`src/rtl/multicycle_control_fsm.sv`:
```
// Control state machine for the multi-cycle RV32I core.
// Sequences fetch / decode / execute / memory / writeback from the opcode,
// stalls on mem_ready, halts on ECALL or memory timeout, counts retires.
// Optional build macro: ILLEGAL_TRAP_EN -- adds sticky output illegal_inst
// and traps unknown opcodes into HALT instead of treating them as NOPs.
module multicycle_control_fsm #(
    parameter int MEM_WAIT_LIMIT = 0,
    parameter int INSTRET_W      = 32
) (
    input  logic                 clk,
    input  logic                 reset,
    input  logic [6:0]           opcode,
    input  logic                 mem_ready,
    input  logic                 bcond,
    input  logic                 halt_req,
    output logic                 ALUSrcA,
    output logic [1:0]           ALUSrcB,
    output logic [1:0]           ALUOp,
    output logic                 IorD,
    output logic                 IRWrite,
    output logic                 MemRead,
    output logic                 MemWrite,
    output logic [1:0]           MemtoReg,
    output logic                 RegWrite,
    output logic                 PCWrite,
    output logic [1:0]           PCSource,
    output logic                 is_halted,
    output logic                 mem_timeout,
`ifdef ILLEGAL_TRAP_EN
    output logic                 illegal_inst,
`endif
    output logic [INSTRET_W-1:0] instret
);

    typedef enum logic [3:0] {
        FETCH  = 4'd0,
        DECODE = 4'd1,
        EX_R   = 4'd2,
        EX_I   = 4'd3,
        WB_ALU = 4'd4,
        ADDR   = 4'd5,
        MEM_LD = 4'd6,
        WB_LD  = 4'd7,
        MEM_ST = 4'd8,
        BRANCH = 4'd9,
        JAL    = 4'd10,
        JALR   = 4'd11,
        HALT   = 4'd12
    } state_t;

    localparam logic [6:0] OP_R      = 7'b0110011;
    localparam logic [6:0] OP_I      = 7'b0010011;
    localparam logic [6:0] OP_LOAD   = 7'b0000011;
    localparam logic [6:0] OP_STORE  = 7'b0100011;
    localparam logic [6:0] OP_BRANCH = 7'b1100011;
    localparam logic [6:0] OP_JAL    = 7'b1101111;
    localparam logic [6:0] OP_JALR   = 7'b1100111;
    localparam logic [6:0] OP_SYSTEM = 7'b1110011;

    // Count value at which one more idle cycle reaches the wait limit.
    localparam logic [31:0] WAIT_LAST = 32'(MEM_WAIT_LIMIT - 1);

    state_t      state;
    state_t      next_state;
    logic [31:0] wait_cnt;
    logic        wait_expired;
    logic        mem_wait_state;
    logic        retire;
    logic        timeout_hit;
    logic        illegal_hit;

    assign is_halted      = (state == HALT);
    assign mem_wait_state = (state == FETCH) || (state == MEM_LD) || (state == MEM_ST);
    assign wait_expired   = (MEM_WAIT_LIMIT > 0) && (wait_cnt == WAIT_LAST);

    // Next-state selection and combinational control decode per state.
    always_comb begin
        next_state  = state;
        retire      = 1'b0;
        timeout_hit = 1'b0;
        illegal_hit = 1'b0;
        ALUSrcA     = 1'b0;
        ALUSrcB     = 2'b00;
        ALUOp       = 2'b00;
        IorD        = 1'b0;
        IRWrite     = 1'b0;
        MemRead     = 1'b0;
        MemWrite    = 1'b0;
        MemtoReg    = 2'b00;
        RegWrite    = 1'b0;
        PCWrite     = 1'b0;
        PCSource    = 2'b00;
        case (state)
            FETCH: begin
                MemRead = 1'b1;
                if (mem_ready) begin
                    IRWrite    = ~reset;
                    next_state = DECODE;
                end else if (wait_expired) begin
                    timeout_hit = 1'b1;
                    next_state  = HALT;
                end
            end
            DECODE: begin
                ALUSrcA = 1'b0;
                ALUSrcB = 2'b10;
                ALUOp   = 2'b00;
                case (opcode)
                    OP_R:      next_state = EX_R;
                    OP_I:      next_state = EX_I;
                    OP_LOAD:   next_state = ADDR;
                    OP_STORE:  next_state = ADDR;
                    OP_BRANCH: next_state = BRANCH;
                    OP_JAL:    next_state = JAL;
                    OP_JALR:   next_state = JALR;
                    OP_SYSTEM: begin
                        if (halt_req) begin
                            next_state = HALT;
                        end else begin
                            PCWrite    = 1'b1;
                            PCSource   = 2'b10;
                            retire     = 1'b1;
                            next_state = FETCH;
                        end
                    end
                    default: begin
`ifdef ILLEGAL_TRAP_EN
                        illegal_hit = 1'b1;
                        next_state  = HALT;
`else
                        PCWrite    = 1'b1;
                        PCSource   = 2'b10;
                        retire     = 1'b1;
                        next_state = FETCH;
`endif
                    end
                endcase
            end
            EX_R: begin
                ALUSrcA    = 1'b1;
                ALUSrcB    = 2'b00;
                ALUOp      = 2'b10;
                next_state = WB_ALU;
            end
            EX_I: begin
                ALUSrcA    = 1'b1;
                ALUSrcB    = 2'b10;
                ALUOp      = 2'b11;
                next_state = WB_ALU;
            end
            WB_ALU: begin
                RegWrite   = 1'b1;
                MemtoReg   = 2'b00;
                PCWrite    = 1'b1;
                PCSource   = 2'b10;
                retire     = 1'b1;
                next_state = FETCH;
            end
            ADDR: begin
                ALUSrcA    = 1'b1;
                ALUSrcB    = 2'b10;
                ALUOp      = 2'b00;
                next_state = (opcode == OP_LOAD) ? MEM_LD : MEM_ST;
            end
            MEM_LD: begin
                IorD    = 1'b1;
                MemRead = 1'b1;
                if (mem_ready) begin
                    next_state = WB_LD;
                end else if (wait_expired) begin
                    timeout_hit = 1'b1;
                    next_state  = HALT;
                end
            end
            WB_LD: begin
                RegWrite   = 1'b1;
                MemtoReg   = 2'b01;
                PCWrite    = 1'b1;
                PCSource   = 2'b10;
                retire     = 1'b1;
                next_state = FETCH;
            end
            MEM_ST: begin
                IorD     = 1'b1;
                MemWrite = 1'b1;
                if (mem_ready) begin
                    PCWrite    = 1'b1;
                    PCSource   = 2'b10;
                    retire     = 1'b1;
                    next_state = FETCH;
                end else if (wait_expired) begin
                    timeout_hit = 1'b1;
                    next_state  = HALT;
                end
            end
            BRANCH: begin
                ALUSrcA    = 1'b1;
                ALUSrcB    = 2'b00;
                ALUOp      = 2'b01;
                PCWrite    = 1'b1;
                PCSource   = bcond ? 2'b01 : 2'b10;
                retire     = 1'b1;
                next_state = FETCH;
            end
            JAL: begin
                RegWrite   = 1'b1;
                MemtoReg   = 2'b10;
                PCWrite    = 1'b1;
                PCSource   = 2'b01;
                retire     = 1'b1;
                next_state = FETCH;
            end
            JALR: begin
                ALUSrcA    = 1'b1;
                ALUSrcB    = 2'b10;
                ALUOp      = 2'b00;
                RegWrite   = 1'b1;
                MemtoReg   = 2'b10;
                PCWrite    = 1'b1;
                PCSource   = 2'b00;
                retire     = 1'b1;
                next_state = FETCH;
            end
            HALT: begin
                next_state = HALT;
            end
            default: begin
                next_state = FETCH;
            end
        endcase
    end

    // State register; reset returns to FETCH without waiting for a clock.
    always_ff @(posedge clk or posedge reset) begin
        if (reset) begin
            state <= FETCH;
        end else begin
            state <= next_state;
        end
    end

    // Memory wait counter: cleared on any state change, counts idle cycles in wait states.
    always_ff @(posedge clk or posedge reset) begin
        if (reset) begin
            wait_cnt <= 32'd0;
        end else if (next_state != state) begin
            wait_cnt <= 32'd0;
        end else if (mem_wait_state && !mem_ready) begin
            wait_cnt <= wait_cnt + 32'd1;
        end
    end

    // Retired-instruction counter and sticky timeout flag.
    always_ff @(posedge clk or posedge reset) begin
        if (reset) begin
            instret     <= '0;
            mem_timeout <= 1'b0;
        end else begin
            if (retire) begin
                instret <= instret + 1'b1;
            end
            if (timeout_hit) begin
                mem_timeout <= 1'b1;
            end
        end
    end

`ifdef ILLEGAL_TRAP_EN
    // Sticky flag recording that the halt came from an unknown opcode.
    always_ff @(posedge clk or posedge reset) begin
        if (reset) begin
            illegal_inst <= 1'b0;
        end else if (illegal_hit) begin
            illegal_inst <= 1'b1;
        end
    end
`else
    // Without the trap build the illegal-opcode indication has no consumer.
    logic unused_illegal;
    assign unused_illegal = illegal_hit;
`endif

endmodule

```
`config.mk`:
```
export PLATFORM = sky130hd
export DESIGN_NAME = multicycle_control_fsm
export DESIGN_NICKNAME = d
export VERILOG_FILES = /design/src/rtl/multicycle_control_fsm.sv
export SDC_FILE = /design/constraint.sdc
export NUM_CORES = 1
export LEC_CHECK = 0
export CORE_MARGIN = 2
export CORE_UTILIZATION = 52
export CTS_CLUSTER_DIAMETER = 100
export DETAILED_ROUTE_END_ITERATION = 16
export GPL_ROUTABILITY_DRIVEN = 0
export PLACE_DENSITY = 0.85
export SYNTH_ARGS = -nofsm -noshare
export SYNTH_HDL_FRONTEND = slang
export SYNTH_SLANG_ARGS = --single-unit
```
`constraint.sdc`:
```
create_clock -name clk -period 3.26 [get_ports clk]
set_input_delay 0.326 -clock clk [delete_from_list [all_inputs] [get_ports clk]]
set_output_delay 0.326 -clock clk [all_outputs]
set_load 0.005 [all_outputs]
```
==> reports/metrics.csv, run 1 <==
stage,metric,value,unit
die,die_x,69.6,µm
power,p_leak,1.14,nW
global_routing,grt_pass1_vias,1885,
sta,slew_headroom,0.599,
global_routing,grt_pass1_wl,8.93,mm
die,ios,61,
logic_synthesis,synth_fa_ha_area_frac,0.00560,
logic_synthesis,ys.flop_type,dfrtp_1,
critical_path,critPathKind,input port to output pin,
logic_synthesis,ys_seq_elements,36,
global_routing,antenna_found_initial,0,
global_routing,grt_max_degree,37,
logic_synthesis,muxShareOfSynthArea,0.0101,
logic_synthesis,yosysTopAreaCell,dfrtp_1,
cells_and_area,drive_above_1_share,0.0941,
detailed_routing,wl_per_cell,15.8,µm
critical_path,cp.required,2930,ps
sta,tightestPinTransition,597,ps
logic_synthesis,netlist_area,2230,µm²
detailed_routing,antenna_left,0,
cells_and_area,num_antenna_cells,0,
placement,dpl.hpwl,3.78,mm
clocking,clk_latency,290,ps
detailed_routing,vias,1985,
run_status,outcome,"complete, no violations",
critical_path,cp-start-kind,input port,
logic_synthesis,synthCells,230,
clocking,cts.sinks,36,
detailed_routing,drc,0,
die,rows,23,
sta,setup_violations,0,
sta,hold_viol,0,
job,cap_violations,0,
die,coreArea,4060,µm²
power,irDropWorstVdd,0.000410,V
logic_synthesis,yosysWarnings,0,
logic_synthesis,yosys.area_share.simple,0.229,
sta,finalMaxSlewViolations,0,
placement,portBuffers,58,
clocking,clk_pin_slew,60,ps
sta,rsz0062_at_grt,false,
logic_synthesis,yosys-top-cells-area,"dfrtp_1, xor2_1, a21oi_1, a211oi_1, nand2_1",
logic_synthesis,synth_most_common_cell,dfrtp_1,
logic_synthesis,synth_top_area_frac,0.403,
logic_synthesis,synth_xor_area_frac,0.129,
logic_synthesis,yosysSeqAreaShare,0.403,
global_routing,track_usage,0.226,
global_routing,grt-ovfl-total,0,
sta,finalCritPeriodShare,0.808,
die,initial_core_util,0.551,
clocking,cts_tree,yes,
logic_synthesis,synth_top_family_by_area,simple AND/OR/NAND/NOR gates,
cells_and_area,design_area,2920,µm²
logic_synthesis,yosys.cell_types.count,54,
placement,pre_cts_ws,622,ps
power,fin_total_pwr,0.00129,W
clocking,clockBufferDepth,2,
clocking,cts_setup_buffers,0,
clocking,root_buffer,clkbuf_8,
critical_path,crit_fanout,7,
sta,fin_worst_skew,12.1,ps
detailed_routing,drt-pass1-iter-count,4,
logic_synthesis,synth_compound_area_frac,0.181,
sta,clock.fmax,379,MHz
clocking,htreeDepth,2,
cells_and_area,final_nets,300,
detailed_routing,first_iter_violations,151,
min_path,hp-class,flop to flop,
logic_synthesis,async_flop_share,1.00,
logic_synthesis,avgSynthCellArea,9.72,µm²
logic_synthesis,synth_edf_count,0,
clocking,postCtsHoldBufs,0,
clocking,cts_resized,0,
die,dieArea,4840,µm²
clocking,cts-buffers-inserted,5,
detailed_routing,wl,5.32,mm
sta,finalCriticalPeriod,2640,ps
critical_path,critPathCaptureType,output pin,
cells_and_area,synthToLayoutAreaGrowth,30.9,%
sta,finalSetupTns,0,ps
sta,fin_ws,625,ps
detailed_routing,avgViaCountPerCell,5.89,
placement,placed_cell_area,2850,µm²
critical_path,worstPathArrival,2310,ps
logic_synthesis,synthTopCellsByCount,"dfrtp_1, xor2_1, a21oi_1",
die,die_y,69.6,µm
power,powerDensity,442,nW/µm²
[cell type report]
| type | instances | area (µm²) |
|---|---|---|
| Clock buffer | 6 | 72.6 |
| Clock inverter | 1 | 5.00 |
| Fill cell | 293 | 1130 |
| Inverter | 4 | 15.0 |
| Multi-Input combinational cell | 177 | 1250 |
| Sequential cell | 36 | 901 |
| Tap cell | 50 | 62.6 |
| Timing Repair Buffer | 63 | 618 |
[placed cells by master, fill, tap and decap left out, types with 2 or more instances in the layout]
master / instances
nand4_1: 8
o22ai_1: 2
conb_1: 2
nand2_1: 18
nor2_1: 8
nand3_1: 12
a21boi_0: 2
nor3_1: 4
a21oi_1: 19
clkdlybuf4s50_1: 58
and3_1: 2
or4_1: 4
nor4_1: 2
inv_1: 4
nand2b_1: 7
a2111oi_2: 4
xor2_1: 30
xnor2_1: 3
buf_4: 5
o21ai_0: 2
clkbuf_8: 5
nor2b_1: 8
a211oi_1: 9
a211o_1: 2
dfrtp_1: 36
[registers in the layout, summed over array words and instances (netlist names)]
| register | cells |
|---|---|
| instret | 32 |
| state | 4 |
[layer usage]
metal	track usage	vias up	wire [µm]
li1	-	944	-
met1	0.324	976	2510
met5	0	-	0
met3	0.0422	11	203
met2	0.357	54	2540
met4	0.0523	0	63
[metrics by stage]
| step | hold slack [ps] | std cells | utilization |
|---|---|---|---|
| 2_1_floorplan | 459 | 231 | - |
| 3_3_place_gp | 463 | 330 | 0.702 |
| 3_5_place_dp | 462 | 330 | 0.702 |
| 4_1_cts | 482 | 337 | 0.721 |
| 5_1_grt | 507 | 337 | 0.721 |
| 6_report | 472 | 337 | 0.721 |
[power breakdown]
group / internal, W / leakage, nW / switching [W]
clock network: 0.000145 / 0.0410 / 0.000151
logic: 0.000222 / 0.672 / 0.000149
registers: 0.000520 / 0.427 / 0.000105
total: 0.000887 / 1.14 / 0.000405
[worst max-delay path, cell delays in order]
cell and delay [ps]:
clkdlybuf4s50_1 570, nand2_1 110, or4b_4 520, o211ai_2 140, nand2_1 160, clkdlybuf4s50_1 470
[cell families (layout without fill, tap and decap cells)]
family          after synthesis  in the layout
compound gates               52             52
xor+xnor                     33             33
fa+ha+maj                     1              1
buf+inv                      18             74
flops                        36             36
mux                           2              2
other cells                   1              2
simple gates                 87             87
[path summary, 6_finish.rpt]
| check | startpoint | to | slack (ps) | depth (start not counted) |
|---|---|---|---|---|
| min in group asynchronous | reset | state[2] | 480 | 3 |
| hold / removal | instret[31] | instret[31] | 470 | 1 |
| max in group asynchronous | reset | instret[23] | 2450 | 3 |
| setup / recovery | opcode[6] | PCWrite | 620 | 6 |
| hold reg to reg | instret[31] | instret[31] | 470 | 1 |
| setup reg to reg | state[2] | instret[31] | 950 | 6 |
(Power assumes the default switching activity.)
==> inputs of run 2 (changes only) <==
Settings changed: CORE_UTILIZATION 52 to 44, PLACE_DENSITY 0.85 to 0.77.
Clock period 3.26 ns to 2.2 ns, I/O delays scaled along.
==> reports/metrics.csv, run 2 (synthesized netlist as in run 1, its figures left out) <==
stage,metric,value,unit
run_status,outcome,"complete, no violations",
placement,numPlacedInstances,368,
sta,finalCritPeriodShare,0.967,
clocking,clk_pin_slew,70,ps
critical_path,rr_endpoint,instret[20],
power,comb_power_share,0.302,
clocking,cts-buffers-inserted,5,
die,ios,61,
power,switching_power,0.000627,W
detailed_routing,wl_per_cell,14.5,µm
die,die_x,75.3,µm
detailed_routing,drc,0,
power,switching_share,0.297,
cells_and_area,ff_latch_area,902,µm²
critical_path,crit_fanout,3,
sta,fin_ws,72.3,ps
cells_and_area,top_register,instret,
placement,portBuffers,58,
critical_path,critPathCaptureType,output pin,
clocking,cts.sinks,36,
power,clkPwrFrac,0.271,
power,p_leak,1.29,nW
cells_and_area,synthToLayoutAreaGrowth,43.3,%
detailed_routing,vias,2019,
sta,rsz0062_at_grt,true,
cells_and_area,largest_reg_flops,32,
sta,finalSetupTns,0,ps
detailed_routing,drt-pass1-iter-count,4,
power,p_int,0.00148,W
critical_path,crit_start,state[2],
cells_and_area,nFillCells,409,
die,coreArea,4820,µm²
critical_path,cp-start-kind,flop,
detailed_routing,wl,5.49,mm
cells_and_area,fin_util,0.665,
die,dieArea,5660,µm²
global_routing,grt_max_degree,37,
sta,fin_worst_skew,5.49,ps
cells_and_area,reg_top3,"instret: 32 flops, state: 4 flops",
power,seqPwrFrac,0.428,
job,cap_violations,0,
clocking,clockBufferDepth,2,
cells_and_area,instances_no_fill,378,
cells_and_area,layout_commonest_cell,clkdlybuf4s50_1,
clocking,clk_latency,290,ps
cells_and_area,drive_above_1_share,0.186,
critical_path,worstPathArrival,1910,ps
power,irDropWorstVdd,0.000640,V
clocking,postCtsHoldBufs,0,
critical_path,worst-r2r-cell-count,6,
placement,pre_cts_ws,-111,ps
critical_path,cp.required,1980,ps
sta,setup_violations,0,
detailed_routing,avgViaCountPerCell,5.34,
power,powerDensity,659,nW/µm²
cells_and_area,layout_common_cells,"clkdlybuf4s50_1, dfrtp_1, xor2_1",
global_routing,grt_pass1_wl,8.96,mm
sta,finalCriticalPeriod,2130,ps
clocking,cts_tree,yes,
die,die_y,75.3,µm
cells_and_area,num_antenna_cells,0,
critical_path,worstReg2RegStart,instret[0],
cells_and_area,multi_input_area,1280,µm²
placement,dpl.hpwl,4.04,mm
sta,finalMaxSlewViolations,0,
critical_path,r2r_slack,190,ps
global_routing,grt-ovfl-total,0,
detailed_routing,antenna_left,0,
critical_path,critPathKind,flop to output pin,
clocking,root_buffer,clkbuf_8,
sta,hold_viol,0,
clocking,htreeDepth,2,
cells_and_area,final_nets,323,
min_path,hp-class,input port to async pin,
global_routing,grt_pass1_vias,1911,
die,initial_core_util,0.464,
global_routing,track_usage,0.208,
die,rows,25,
global_routing,antenna_found_initial,0,
sta,clock.fmax,470,MHz
detailed_routing,first_iter_violations,80,
[run 2: cell count changes in the layout (fill, tap and decap cells not counted), sizes merged]
cell           previous run  this run
bufinv                    0         1
clkdlybuf4s50            58        56
dlygate4sd2               0         1
dlymetal6s2s              0         1
buf                       5        28
[run 2: routing by layer]
layer | vias up | share of wire | GRT usage
li1 | 997 | - | -
met1 | 967 | 0.47 | 0.283
met2 | 46 | 0.47 | 0.334
met3 | 9 | 0.042 | 0.0415
met4 | 0 | 0.017 | 0.0702
met5 | - | 0 | 0
[run 2: through the flow]
step / cell area (µm²) / total power [W] / hold WS, ps
CTS: 3180 / 0.00212 / 414
global route: 3200 / 0.00222 / 451
global placement: 3040 / 0.00152 / 459
finish: 3200 / 0.00211 / 404
floorplan: 2240 / 0.00116 / 353
detailed placement: 3040 / 0.00153 / 475
[run 2: final cells by class]
| type | instances | area share |
|---|---|---|
| Clock buffer | 6 | 0.0227 |
| Inverter | 4 | 0.00469 |
| Multi-Input combinational cell | 177 | 0.401 |
| Sequential cell | 36 | 0.282 |
| Clock inverter | 2 | 0.0109 |
| Timing Repair Buffer | 86 | 0.252 |
| Tap cell | 67 | 0.0262 |
[run 2: how the worst max path moves through the flow]
stage | slack, ps | endpoint
after floorplan | 230 | instret[20]
after global placement | -70 | PCWrite
after detailed placement | -110 | PCWrite
after CTS | 8 | PCSource[1]
after global routing | 0.8 | ALUSrcA
final | 70 | IRWrite
[run 2: what timing repair did]
item	4_1_cts	5_1_grt
setup buffers	2	0
gates resized for setup	6	6
endpoints found under the setup margin	2	10
[run 2: worst max-delay path: stages (launching register included)]
cell             delay (ps)
dfrtp_1                 390
or3b_1                  410
nor4_1                  250
clkdlybuf4s50_1         570
[run 2: power groups by stage]
| stage | Clock [W] | Combinational, W | Sequential (W) |
|---|---|---|---|
| finish | 0.000571 | 0.000636 | 0.000902 |
| global route | 0.000614 | 0.000696 | 0.000915 |
| CTS | 0.000580 | 0.000642 | 0.000899 |
| detailed placement | 0 | 0.000624 | 0.000910 |
| global placement | 0 | 0.000610 | 0.000909 |
| floorplan | 0 | 0.000242 | 0.000915 |
==> inputs of run 3 (changes only) <==
Settings changed: CORE_UTILIZATION 44 to 48, GPL_ROUTABILITY_DRIVEN 0 to 1, PLACE_DENSITY 0.77 to 0.8.
Clock period 2.2 ns to 2.4 ns, I/O delays scaled along.
==> reports/metrics.csv, run 3 (synthesized netlist as in run 1, its figures left out) <==
stage,metric,value,unit
global_routing,gr-usage-met1,0.309,
clocking,clk_latency,300,ps
sta,finalCritPeriodShare,0.958,
die,dieArea,5220,µm²
die,ios,61,
critical_path,crit_start,opcode[1],
placement,pre_cts_ws,49.0,ps
detailed_routing,drc,0,
critical_path,critPathKind,input port to output pin,
placement,place_congestion,0.841,
global_routing,grt_max_degree,37,
global_routing,grt_util_met3,0.0542,
cells_and_area,final_nets,310,
critical_path,worstReg2RegStart,instret[0],
critical_path,slowest_delay,550,ps
global_routing,grt_use_met2,0.323,
power,p_int,0.00122,W
cells_and_area,synthToLayoutAreaGrowth,35.6,%
power,switching_share,0.322,
clocking,cts.sinks,36,
power,p_leak,1.19,nW
detailed_routing,wl,5.25,mm
global_routing,track_usage,0.217,
sta,slew_headroom,0.619,
detailed_routing,antenna_left,0,
power,irDropWorstVdd,0.000540,V
critical_path,slowest_stage,or4b_4,
clocking,cts_setup_buffers,0,
placement,numPlacedInstances,342,
die,die_y,72.2,µm
cells_and_area,num_antenna_cells,0,
clocking,clk_pin_slew,80,ps
critical_path,cp-start-kind,input port,
clocking,cts_tree,yes,
run_status,outcome,"complete, no violations",
global_routing,grt-ovfl-total,0,
cells_and_area,nFillCells,380,
sta,hold_viol,0,
global_routing,antenna_found_initial,0,
detailed_routing,vias,1998,
cells_and_area,instances_no_fill,350,
cells_and_area,layout_common_cells,"clkdlybuf4s50_1, dfrtp_1, xor2_1",
sta,finalCriticalPeriod,2300,ps
critical_path,worst-path-buf-inv,2,
clocking,postCtsHoldBufs,0,
sta,finalSetupTns,0,ps
cells_and_area,drive_above_1_share,0.144,
cells_and_area,fin_util,0.687,
placement,portBuffers,58,
cells_and_area,top_register,instret,
cells_and_area,layout_commonest_cell,clkdlybuf4s50_1,
clocking,clockBufferDepth,2,
critical_path,critPathCaptureType,output pin,
clocking,htreeDepth,2,
detailed_routing,wl_per_cell,15.0,µm
global_routing,grt_pass1_wl,8.85,mm
min_path,hp-class,input port to async pin,
power,seqPwrFrac,0.470,
sta,rsz0062_at_grt,false,
clocking,cts-buffers-inserted,5,
power,powerDensity,593,nW/µm²
critical_path,crit_chain,clkdlybuf4s50_1 -> nand2_1 -> or4b_4 -> o211ai_2 -> nand2_2 -> clkdlybuf4s50_1,
critical_path,cp_top_family,buffers and inverters,
die,initial_core_util,0.506,
die,rows,24,
cells_and_area,reg_top3,"instret: 32 flops, state: 4 flops",
detailed_routing,avgViaCountPerCell,5.71,
power,fin_total_pwr,0.00180,W
cells_and_area,largest_reg_flops,32,
sta,fin_worst_skew,9.24,ps
clocking,root_buffer,clkbuf_8,
sta,finalMaxSlewViolations,0,
power,switching_power,0.000580,W
sta,clock.fmax,435,MHz
detailed_routing,drt-pass1-iter-count,4,
die,coreArea,4410,µm²
sta,setup_violations,0,
critical_path,crit_fanout,4,
critical_path,cp.required,2160,ps
die,die_x,72.2,µm
global_routing,grt_pass1_vias,1853,
placement,dpl.hpwl,3.74,mm
critical_path,crit_top_cell,clkdlybuf4s50_1,
global_routing,busiest_layer,met2,
sta,tightestPinTransition,567,ps
critical_path,worstPathArrival,2060,ps
detailed_routing,first_iter_violations,153,
power,comb_power_share,0.288,
power,clkPwrFrac,0.242,
job,cap_violations,0,
sta,fin_ws,100,ps
## run 3: metal layers
| metal | part of all wire | up-vias |
|---|---|---|
| met5 | 0 | - |
| met4 | 0.011 | 0 |
| met3 | 0.064 | 7 |
| met2 | 0.46 | 62 |
| met1 | 0.47 | 957 |
| li1 | - | 972 |
## run 3: per-stage QoR
stage	hold WS [ps]	instance area, µm²
global route	477	3030
global placement	459	2920
floorplan	373	2240
CTS	419	3020
detailed placement	462	2920
finish	400	3030
## run 3: worst min-delay path, stage by stage
cell,delay [ps]
clkdlybuf4s50_1,430
inv_1,70
buf_4,390
## run 3: repair_timing
| action | 4_1_cts | 5_1_grt |
|---|---|---|
| pin swaps | 0 | 0 |
| resized for setup | 2 | 3 |
| setup endpoints to repair | 1 | 2 |
| endpoints found under the hold margin | 0 | 0 |
## run 3: final cells by class
class	instances	area, µm²	area share
Multi-Input combinational cell	177	1270	0.418
Clock buffer	5	68.8	0.0227
Tap cell	52	65.1	0.0215
Clock inverter	3	18.8	0.00619
Timing Repair Buffer	73	693	0.229
Inverter	4	15.0	0.00495
Sequential cell	36	902	0.298
## run 3: path summary, 6_finish.rpt
| path | end | slack [ps] | cells after the start |
|---|---|---|---|
| max | PCWrite | 100 | 6 |
| min | instret[29] | 400 | 3 |
| max reg2reg | instret[20] | 330 | 6 |
| min reg2reg | instret[31] | 470 | 1 |
| max in group asynchronous | state[1] | 1660 | 3 |
| min in group clk | instret[31] | 470 | 1 |
## run 3: power by group through the flow
| stage | Clock [W] | Combinational (W) | Sequential, W |
|---|---|---|---|
| after detailed placement | 0 | 0.000513 | 0.000852 |
| after global routing | 0.000470 | 0.000571 | 0.000869 |
| after CTS | 0.000443 | 0.000521 | 0.000845 |
| after floorplan | 0 | 0.000222 | 0.000838 |
| final | 0.000435 | 0.000517 | 0.000846 |
| after global placement | 0 | 0.000508 | 0.000850 |
